===== src/rtl/video_fetch_if.sv =====
// Display-fetch bus: line timing and mode controls in, VRAM and
// character-generator ports, and the pixel stream out.
interface video_fetch_if #(
   parameter int ADDR_WIDTH = 13
);
   logic [1:0]            mode;
   logic [5:0]            width;
   logic                  hsn;
   logic                  fsn;
   logic                  preload;
   logic [1:0]            active;
   logic [ADDR_WIDTH-1:0] vram_addr;
   logic [7:0]            vram_data;
   logic [6:0]            char_code;
   logic [3:0]            char_row;
   logic [7:0]            glyph_data;
   logic [1:0]            pixel;
   logic                  pixel_valid;

   // Fetch engine side.
   modport master (
      input  mode, width, hsn, fsn, preload, active, vram_data, glyph_data,
      output vram_addr, char_code, char_row, pixel, pixel_valid
   );

   // Timing generator / memory side.
   modport slave (
      output mode, width, hsn, fsn, preload, active, vram_data, glyph_data,
      input  vram_addr, char_code, char_row, pixel, pixel_valid
   );
endinterface


===== src/rtl/video_fetch.sv =====
// Per-line VRAM fetch and pixel shifter. A line is primed by the preload
// pulse, then one byte is fetched per byte period while the previous byte is
// shifted out. Text mode goes through the character generator (char_code ->
// glyph_data) and walks 12 glyph rows per character row.
module video_fetch #(
   parameter int                    ADDR_WIDTH = 13,
   parameter logic [ADDR_WIDTH-1:0] BASE_ADDR  = 13'h0400
) (
   input logic           clk,
   input logic           reset,
   video_fetch_if.master bus
);

   localparam logic [ADDR_WIDTH-1:0] ADDR_ONE  = ADDR_WIDTH'(1);
   localparam logic [ADDR_WIDTH-1:0] TEXT_STEP = ADDR_WIDTH'(32);

   typedef enum logic [1:0] {IDLE, PRIME, RUN, DONE} state_t;

   state_t                state;
   logic [1:0]            lineMode;     // 0 text, 1 1bpp, 2 2bpp (held for the line)
   logic [5:0]            lineWidth;    // 8, 16 or 32 (held for the line)
   logic [ADDR_WIDTH-1:0] rowBase;
   logic [ADDR_WIDTH-1:0] lineAddr;
   logic [ADDR_WIDTH-1:0] vramAddr;
   logic [6:0]            charCode;
   logic [3:0]            charRow;
   logic [7:0]            dataBuf;
   logic [7:0]            shifter;
   logic [5:0]            byteCnt;
   logic [4:0]            byteTimer;
   logic                  fetchData;    // vram_data is due this clock
   logic                  fetchGlyph;   // glyph_data is due this clock
   logic                  hsnReg;
   logic                  reachedRun;

   logic [1:0]            modeNorm;
   logic [5:0]            widthNorm;
   logic [4:0]            cpbLast;
   logic [4:0]            bpMask;
   logic                  lineText;
   logic                  line2bpp;
   logic                  viewport;
   logic                  hsnFall;

   assign lineText = (lineMode == 2'd0);
   assign line2bpp = (lineMode == 2'd2);
   assign viewport = (bus.active == 2'b11);
   assign hsnFall  = hsnReg & ~bus.hsn;

   // Normalise the mode/width inputs before they are captured at preload.
   always_comb begin
      modeNorm  = (bus.mode == 2'b11) ? 2'b01 : bus.mode;
      widthNorm = 6'd32;
      if (bus.mode != 2'b00 && (bus.width == 6'd8 || bus.width == 6'd16))
         widthNorm = bus.width;
   end

   // Clocks per byte minus one, and bit period minus one used as a mask
   // (both periods are powers of two).
   always_comb begin
      case (lineWidth)
         6'd8:    cpbLast = 5'd31;
         6'd16:   cpbLast = 5'd15;
         default: cpbLast = 5'd7;
      endcase
      bpMask = line2bpp ? (cpbLast >> 2) : (cpbLast >> 3);
   end

   // Line state machine, fetch pipeline and row bookkeeping.
   always_ff @(posedge clk) begin
      if (reset) begin
         state      <= IDLE;
         lineMode   <= 2'd1;
         lineWidth  <= 6'd32;
         rowBase    <= BASE_ADDR;
         lineAddr   <= BASE_ADDR;
         vramAddr   <= BASE_ADDR;
         charCode   <= '0;
         charRow    <= '0;
         dataBuf    <= '0;
         shifter    <= '0;
         byteCnt    <= '0;
         byteTimer  <= '0;
         fetchData  <= 1'b0;
         fetchGlyph <= 1'b0;
         hsnReg     <= 1'b1;
         reachedRun <= 1'b0;
      end else begin
         hsnReg     <= bus.hsn;
         fetchData  <= 1'b0;
         fetchGlyph <= 1'b0;

         // Fetch pipeline: data one clock after the address, glyph one more.
         if (fetchData) begin
            if (lineText) begin
               charCode   <= bus.vram_data[6:0];
               fetchGlyph <= 1'b1;
            end else begin
               dataBuf <= bus.vram_data;
            end
         end
         if (fetchGlyph)
            dataBuf <= bus.glyph_data;

         if (!bus.fsn) begin
            // Frame restart overrides everything else.
            state      <= IDLE;
            rowBase    <= BASE_ADDR;
            lineAddr   <= BASE_ADDR;
            vramAddr   <= BASE_ADDR;
            charRow    <= '0;
            reachedRun <= 1'b0;
            fetchData  <= 1'b0;
            fetchGlyph <= 1'b0;
         end else if (hsnFall) begin
            // End of line: advance the row only if the line was displayed.
            if (reachedRun) begin
               if (lineText) begin
                  if (charRow == 4'd11) begin
                     charRow  <= '0;
                     rowBase  <= rowBase + TEXT_STEP;
                     lineAddr <= rowBase + TEXT_STEP;
                  end else begin
                     charRow  <= charRow + 4'd1;
                     lineAddr <= rowBase;
                  end
               end else begin
                  rowBase  <= rowBase + ADDR_WIDTH'(lineWidth);
                  lineAddr <= rowBase + ADDR_WIDTH'(lineWidth);
               end
            end else begin
               lineAddr <= rowBase;
            end
            reachedRun <= 1'b0;
            state      <= IDLE;
         end else begin
            case (state)
               IDLE: begin
                  if (bus.preload) begin
                     lineMode  <= modeNorm;
                     lineWidth <= widthNorm;
                     vramAddr  <= lineAddr;
                     fetchData <= 1'b1;
                     state     <= PRIME;
                  end
               end
               PRIME: begin
                  if (viewport) begin
                     shifter    <= dataBuf;
                     lineAddr   <= lineAddr + ADDR_ONE;
                     vramAddr   <= lineAddr + ADDR_ONE;
                     fetchData  <= 1'b1;
                     byteCnt    <= 6'd1;
                     byteTimer  <= cpbLast;
                     reachedRun <= 1'b1;
                     state      <= RUN;
                  end
               end
               RUN: begin
                  if (!viewport) begin
                     state <= DONE;
                  end else if (byteTimer == 5'd0) begin
                     if (byteCnt == lineWidth) begin
                        state <= DONE;
                     end else begin
                        shifter   <= dataBuf;
                        lineAddr  <= lineAddr + ADDR_ONE;
                        byteCnt   <= byteCnt + 6'd1;
                        byteTimer <= cpbLast;
                        // The byte after this one, unless the line is complete.
                        if ((byteCnt + 6'd1) < lineWidth) begin
                           vramAddr  <= lineAddr + ADDR_ONE;
                           fetchData <= 1'b1;
                        end
                     end
                  end else begin
                     byteTimer <= byteTimer - 5'd1;
                     if ((byteTimer & bpMask) == 5'd0)
                        shifter <= line2bpp ? {shifter[5:0], 2'b00}
                                            : {shifter[6:0], 1'b0};
                  end
               end
               default: ;   // DONE waits for the hsn edge
            endcase
         end
      end
   end

   // Pixel stream is only meaningful in the viewport while running.
   always_comb begin
      bus.pixel       = 2'b00;
      bus.pixel_valid = 1'b0;
      if (state == RUN && viewport) begin
         bus.pixel_valid = 1'b1;
         bus.pixel       = line2bpp ? shifter[7:6] : {1'b0, shifter[7]};
      end
   end

   assign bus.vram_addr = vramAddr;
   assign bus.char_code = charCode;
   assign bus.char_row  = charRow;

endmodule


===== src/flat_wrapper.sv =====
// flat-port wrapper written by rule: the top's interface ports become plain ports
module video_fetch_flat 
#(
   parameter int                    ADDR_WIDTH = 13,
   parameter logic [ADDR_WIDTH-1:0] BASE_ADDR  = 13'h0400
)
  (clk, reset, bus_mode, bus_width, bus_hsn, bus_fsn, bus_preload, bus_active, bus_vram_data, bus_glyph_data, bus_vram_addr, bus_char_code, bus_char_row, bus_pixel, bus_pixel_valid);
  video_fetch_if #(.ADDR_WIDTH(ADDR_WIDTH)) bus_i ();
  input logic clk;
  input logic reset;
  input wire logic [$bits(bus_i.mode)-1:0] bus_mode;
  input wire logic [$bits(bus_i.width)-1:0] bus_width;
  input wire logic [$bits(bus_i.hsn)-1:0] bus_hsn;
  input wire logic [$bits(bus_i.fsn)-1:0] bus_fsn;
  input wire logic [$bits(bus_i.preload)-1:0] bus_preload;
  input wire logic [$bits(bus_i.active)-1:0] bus_active;
  input wire logic [$bits(bus_i.vram_data)-1:0] bus_vram_data;
  input wire logic [$bits(bus_i.glyph_data)-1:0] bus_glyph_data;
  output wire logic [$bits(bus_i.vram_addr)-1:0] bus_vram_addr;
  output wire logic [$bits(bus_i.char_code)-1:0] bus_char_code;
  output wire logic [$bits(bus_i.char_row)-1:0] bus_char_row;
  output wire logic [$bits(bus_i.pixel)-1:0] bus_pixel;
  output wire logic [$bits(bus_i.pixel_valid)-1:0] bus_pixel_valid;
  assign bus_i.mode = bus_mode;
  assign bus_i.width = bus_width;
  assign bus_i.hsn = bus_hsn;
  assign bus_i.fsn = bus_fsn;
  assign bus_i.preload = bus_preload;
  assign bus_i.active = bus_active;
  assign bus_i.vram_data = bus_vram_data;
  assign bus_i.glyph_data = bus_glyph_data;
  assign bus_vram_addr = bus_i.vram_addr;
  assign bus_char_code = bus_i.char_code;
  assign bus_char_row = bus_i.char_row;
  assign bus_pixel = bus_i.pixel;
  assign bus_pixel_valid = bus_i.pixel_valid;
  video_fetch #(.ADDR_WIDTH(ADDR_WIDTH), .BASE_ADDR(BASE_ADDR)) u_core (.clk(clk), .reset(reset), .bus(bus_i));
endmodule

===== config.mk =====
export PLATFORM = sky130hd
export DESIGN_NAME = video_fetch_flat
export DESIGN_NICKNAME = d
export VERILOG_FILES = /design/src/rtl/video_fetch_if.sv /design/src/rtl/video_fetch.sv /design/src/flat_wrapper.sv
export SDC_FILE = /design/constraint.sdc
export NUM_CORES = 1
export LEC_CHECK = 0
export ABC_CLOCK_PERIOD_IN_PS = 6000
export CAP_MARGIN = 15
export CORE_MARGIN = 2
export CORE_UTILIZATION = 47
export DETAILED_ROUTE_END_ITERATION = 8
export PLACE_DENSITY = 0.68
export SYNTH_ARGS = -nofsm -noshare
export SYNTH_HDL_FRONTEND = slang
export SYNTH_SLANG_ARGS = --single-unit

===== constraint.sdc =====
create_clock -name clk -period 6 [get_ports clk]
set_input_delay 1.2 -clock clk [delete_from_list [all_inputs] [get_ports clk]]
set_output_delay 1.2 -clock clk [all_outputs]
set_load 0.02 [all_outputs]

==> flow_metrics.tcl <==
set metrics [dict create \
    ys_ff_latch 91 \
    synth-edff-count 0 \
    powerDensity_nw_per_um2 202.4 \
    hold_path_class "flip-flop to flip-flop" \
    drive_above_1_share_pct 4.593 \
    clk_latency_ns 0.38 \
    fillers 1012 \
    outcome "finished clean" \
    slew_headroom_pct 36.10 \
    yosys_warnings 0 \
    synth_top_family_by_area "simple AND/OR/NAND/NOR gates" \
    fin_crit_sh_pct 70.18 \
    clk_path_buf_depth 2 \
    top_level_ports 58 \
    die_x_um 109.5 \
    worst_pin_slew_ns 0.9584 \
    vias 4655 \
    p_total_mw 1.228 \
    vias_per_cell 5.712 \
    grt_max_degree 42 \
    synth-simple-area-share_pct 22.23 \
    pre_cts_ws_ns 1.799 \
    ys.flop_type "dfxtp_1" \
    drc 0 \
    max_clock_freq_mhz 237.5 \
    syn-num-nets 694 \
    syn_area_um2 5229 \
    end_kind "output port" \
    gp_congestion 0.8810 \
    synth_xor_xnor_area_share_pct 7.705 \
    antenna_found_initial 0 \
    finalClockSkew_ns 0.01504 \
    dieArea_um2 11980 \
    first_global_vias 4376 \
    placedCellCount 800 \
    avgSynthCellArea_um2 8.170 \
    grt_pass1_wl_um 21060 \
    arrival_ns 3.01 \
    cts.sinks 91 \
    hold_violations 0 \
    synth_compound_area_share_pct 19.67 \
    dr.pass1.iters 5 \
    synthArstFlopShare_pct 0 \
    portBuffers 57 \
    critPathLaunch "bus_active[1]" \
    seq_area_frac_synth_pct 34.84 \
    synth_cells 640 \
    start_util_pct 48.23 \
    cts-htree-levels 3 \
    rsz0062_at_grt "no" \
    final_nets 725 \
    antennaDiodeCount 0 \
    rr_startpoint "u_core.state[0]$_SDFFE_PP0P_" \
    regArea_um2 1822 \
    synthToLayoutAreaGrowth_pct 16.06 \
    die_y_um 109.5 \
    fin_crit_ns 4.211 \
    synthMuxAreaShare_pct 5.217 \
    ant_nets 0 \
    setup_viol 0 \
    cts_inserted_buffers 9 \
    instances_no_fill 815 \
    row_count 38 \
    layout_setup_ws_ns 1.789 \
    routed_wl_um 12470 \
    synth_cell_type_count 65 \
    core-area_um2 10840 \
    setup_tns_ns 0 \
    p_leak_nw 2.116 \
    cts_tree "done" \
    cts-hold-fix-buffers 0 \
    wl_per_cell_um 15.30 \
    worstSetupPathType "input port to output port" \
    post_cts.repair.setup_buffers 0 \
    slew_violations 0 \
    vdd_drop_max_mv 0.1903 \
    path_clk_slew_ns 0.07 \
    drv_cap 0 \
    overflow 0 \
    crit_required_ns 4.80 \
    cts-root-buf "clkbuf_8" \
    path_max_fanout 4 \
    grtUsageTotal_pct 22.17 \
    post_cts_resized 0 \
    holdCritStartpoint "u_core.bus.char_code[6]$_SDFFE_PP0P_" \
    hpwl_um 9270 \
    worstSetupStartpointType "input port" \
    post-route-util_pct 55.98 \
    multi_input_comb_area_um2 3169 \
    drtIter0Drc 271 \
    synthAdderAreaFrac_pct 5.647 \
]
per-stage QoR:
stage	cell area, µm²	hold WS (ns)
6_report	6068	0.4588
3_5_place_dp	5853	0.4489
5_1_grt	6068	0.4885
3_3_place_gp	5853	0.4436
2_1_floorplan	5229	0.4552
4_1_cts	6068	0.4600
state kept, by name, indices dropped and copies added (netlist names):
signal                cells
u_core.bus.vram_addr     13
u_core.lineAddr          13
u_core.reachedRun         1
u_core.shifter            8
u_core.state              2
u_core.lineWidth          6
u_core.fetchData          1
u_core.bus.char_code      7
u_core.byteCnt            6
u_core.hsnReg             1
u_core.bus.char_row       4
u_core.fetchGlyph         1
u_core.byteTimer          5
u_core.rowBase           13
u_core.dataBuf            8
u_core.lineMode           2
synth_stat cells, types with 3 or more instances:
master	instances	area share, %
dfxtp_1	91	35
nor2_1	67	4.8
nand2_1	60	4.3
a21oi_1	46	4.4
clkbuf_1	37	2.7
o21ai_0	26	2.5
xor2_1	26	4.4
mux2i_1	25	4.8
ha_1	22	5.3
nor3_1	22	2.1
nand3_1	21	2.0
xnor2_1	20	3.4
inv_1	19	1.4
nand4_1	17	2.0
a211oi_1	13	1.9
a31oi_1	11	1.3
a311oi_1	10	1.7
and3_1	10	1.2
nor2b_1	9	1.1
and2_1	8	0.96
nand2b_1	7	0.84
nor4_1	5	0.60
buf_2	4	0.38
o22ai_1	4	0.48
nand3b_1	3	0.43
o21a_1	3	0.43
o21bai_1	3	0.43
o31a_1	3	0.50
cells in the final DEF, fill, tap and decap left out, types with 6 or more instances in the layout:
| cell | instances |
|---|---|
| a211oi_1 | 13 |
| a21oi_1 | 46 |
| a311oi_1 | 10 |
| a31oi_1 | 11 |
| and2_1 | 8 |
| and3_1 | 10 |
| buf_4 | 6 |
| clkbuf_8 | 10 |
| clkdlybuf4s50_1 | 57 |
| dfxtp_1 | 91 |
| ha_1 | 22 |
| inv_1 | 19 |
| mux2i_1 | 25 |
| nand2_1 | 60 |
| nand2b_1 | 7 |
| nand3_1 | 21 |
| nand4_1 | 17 |
| nor2_1 | 67 |
| nor2b_1 | 9 |
| nor3_1 | 22 |
| o21ai_0 | 26 |
| xnor2_1 | 20 |
| xor2_1 | 26 |
worst paths after layout:
| check | endpoint | slack [ns] | cells past startpoint |
|---|---|---|---|
| setup / recovery | bus_pixel[1] | 1.79 | 6 |
| hold / removal | u_core.bus.char_code[6]$_SDFFE_PP0P_ | 0.46 | 2 |
| setup reg to reg | u_core.shifter[2]$_SDFFE_PP0P_ | 3.21 | 6 |
| hold reg to reg | u_core.bus.char_code[6]$_SDFFE_PP0P_ | 0.46 | 2 |
power by group:
group	total, mW	internal (mW)	switching [mW]
Combinational	0.136	0.0604	0.0756
Sequential	0.630	0.616	0.0140
Clock	0.462	0.242	0.220
area by class of cell:
class                      count  share of cell area, %
tap                          140                  2.887
clock inverter                 5                  1.278
timing repair buffer          63                  10.14
inverter                      19                  1.175
sequential                    91                  30.02
multi-input combinational    487                  52.23
clock buffer                  10                  2.268
critical path, cell delays in order:
cell,delay (ns)
clkdlybuf4s50_1,0.50
and2_1,0.24
nand2_1,0.13
inv_1,0.18
and3_1,0.17
clkdlybuf4s50_1,0.60
layer usage:
metal  wire, µm  vias to the layer above  track usage (%)
li1           -                     2362                -
met1       5987                     2214            29.74
met2       5898                       70            35.58
met3        443                        9            3.794
met4        143                        0            8.499
met5          0                        -                0
cell families after synthesis:
family                   count (synthesis)
multiplexers                            27
adder cells (fa/ha/maj)                 23
AND/OR/NAND/NOR                        241
buffers and inverters                   62
flip-flops                              91
AO/OA/AOI/OAI                          150
XOR/XNOR                                46
Power figures use the tool's default switching activity.
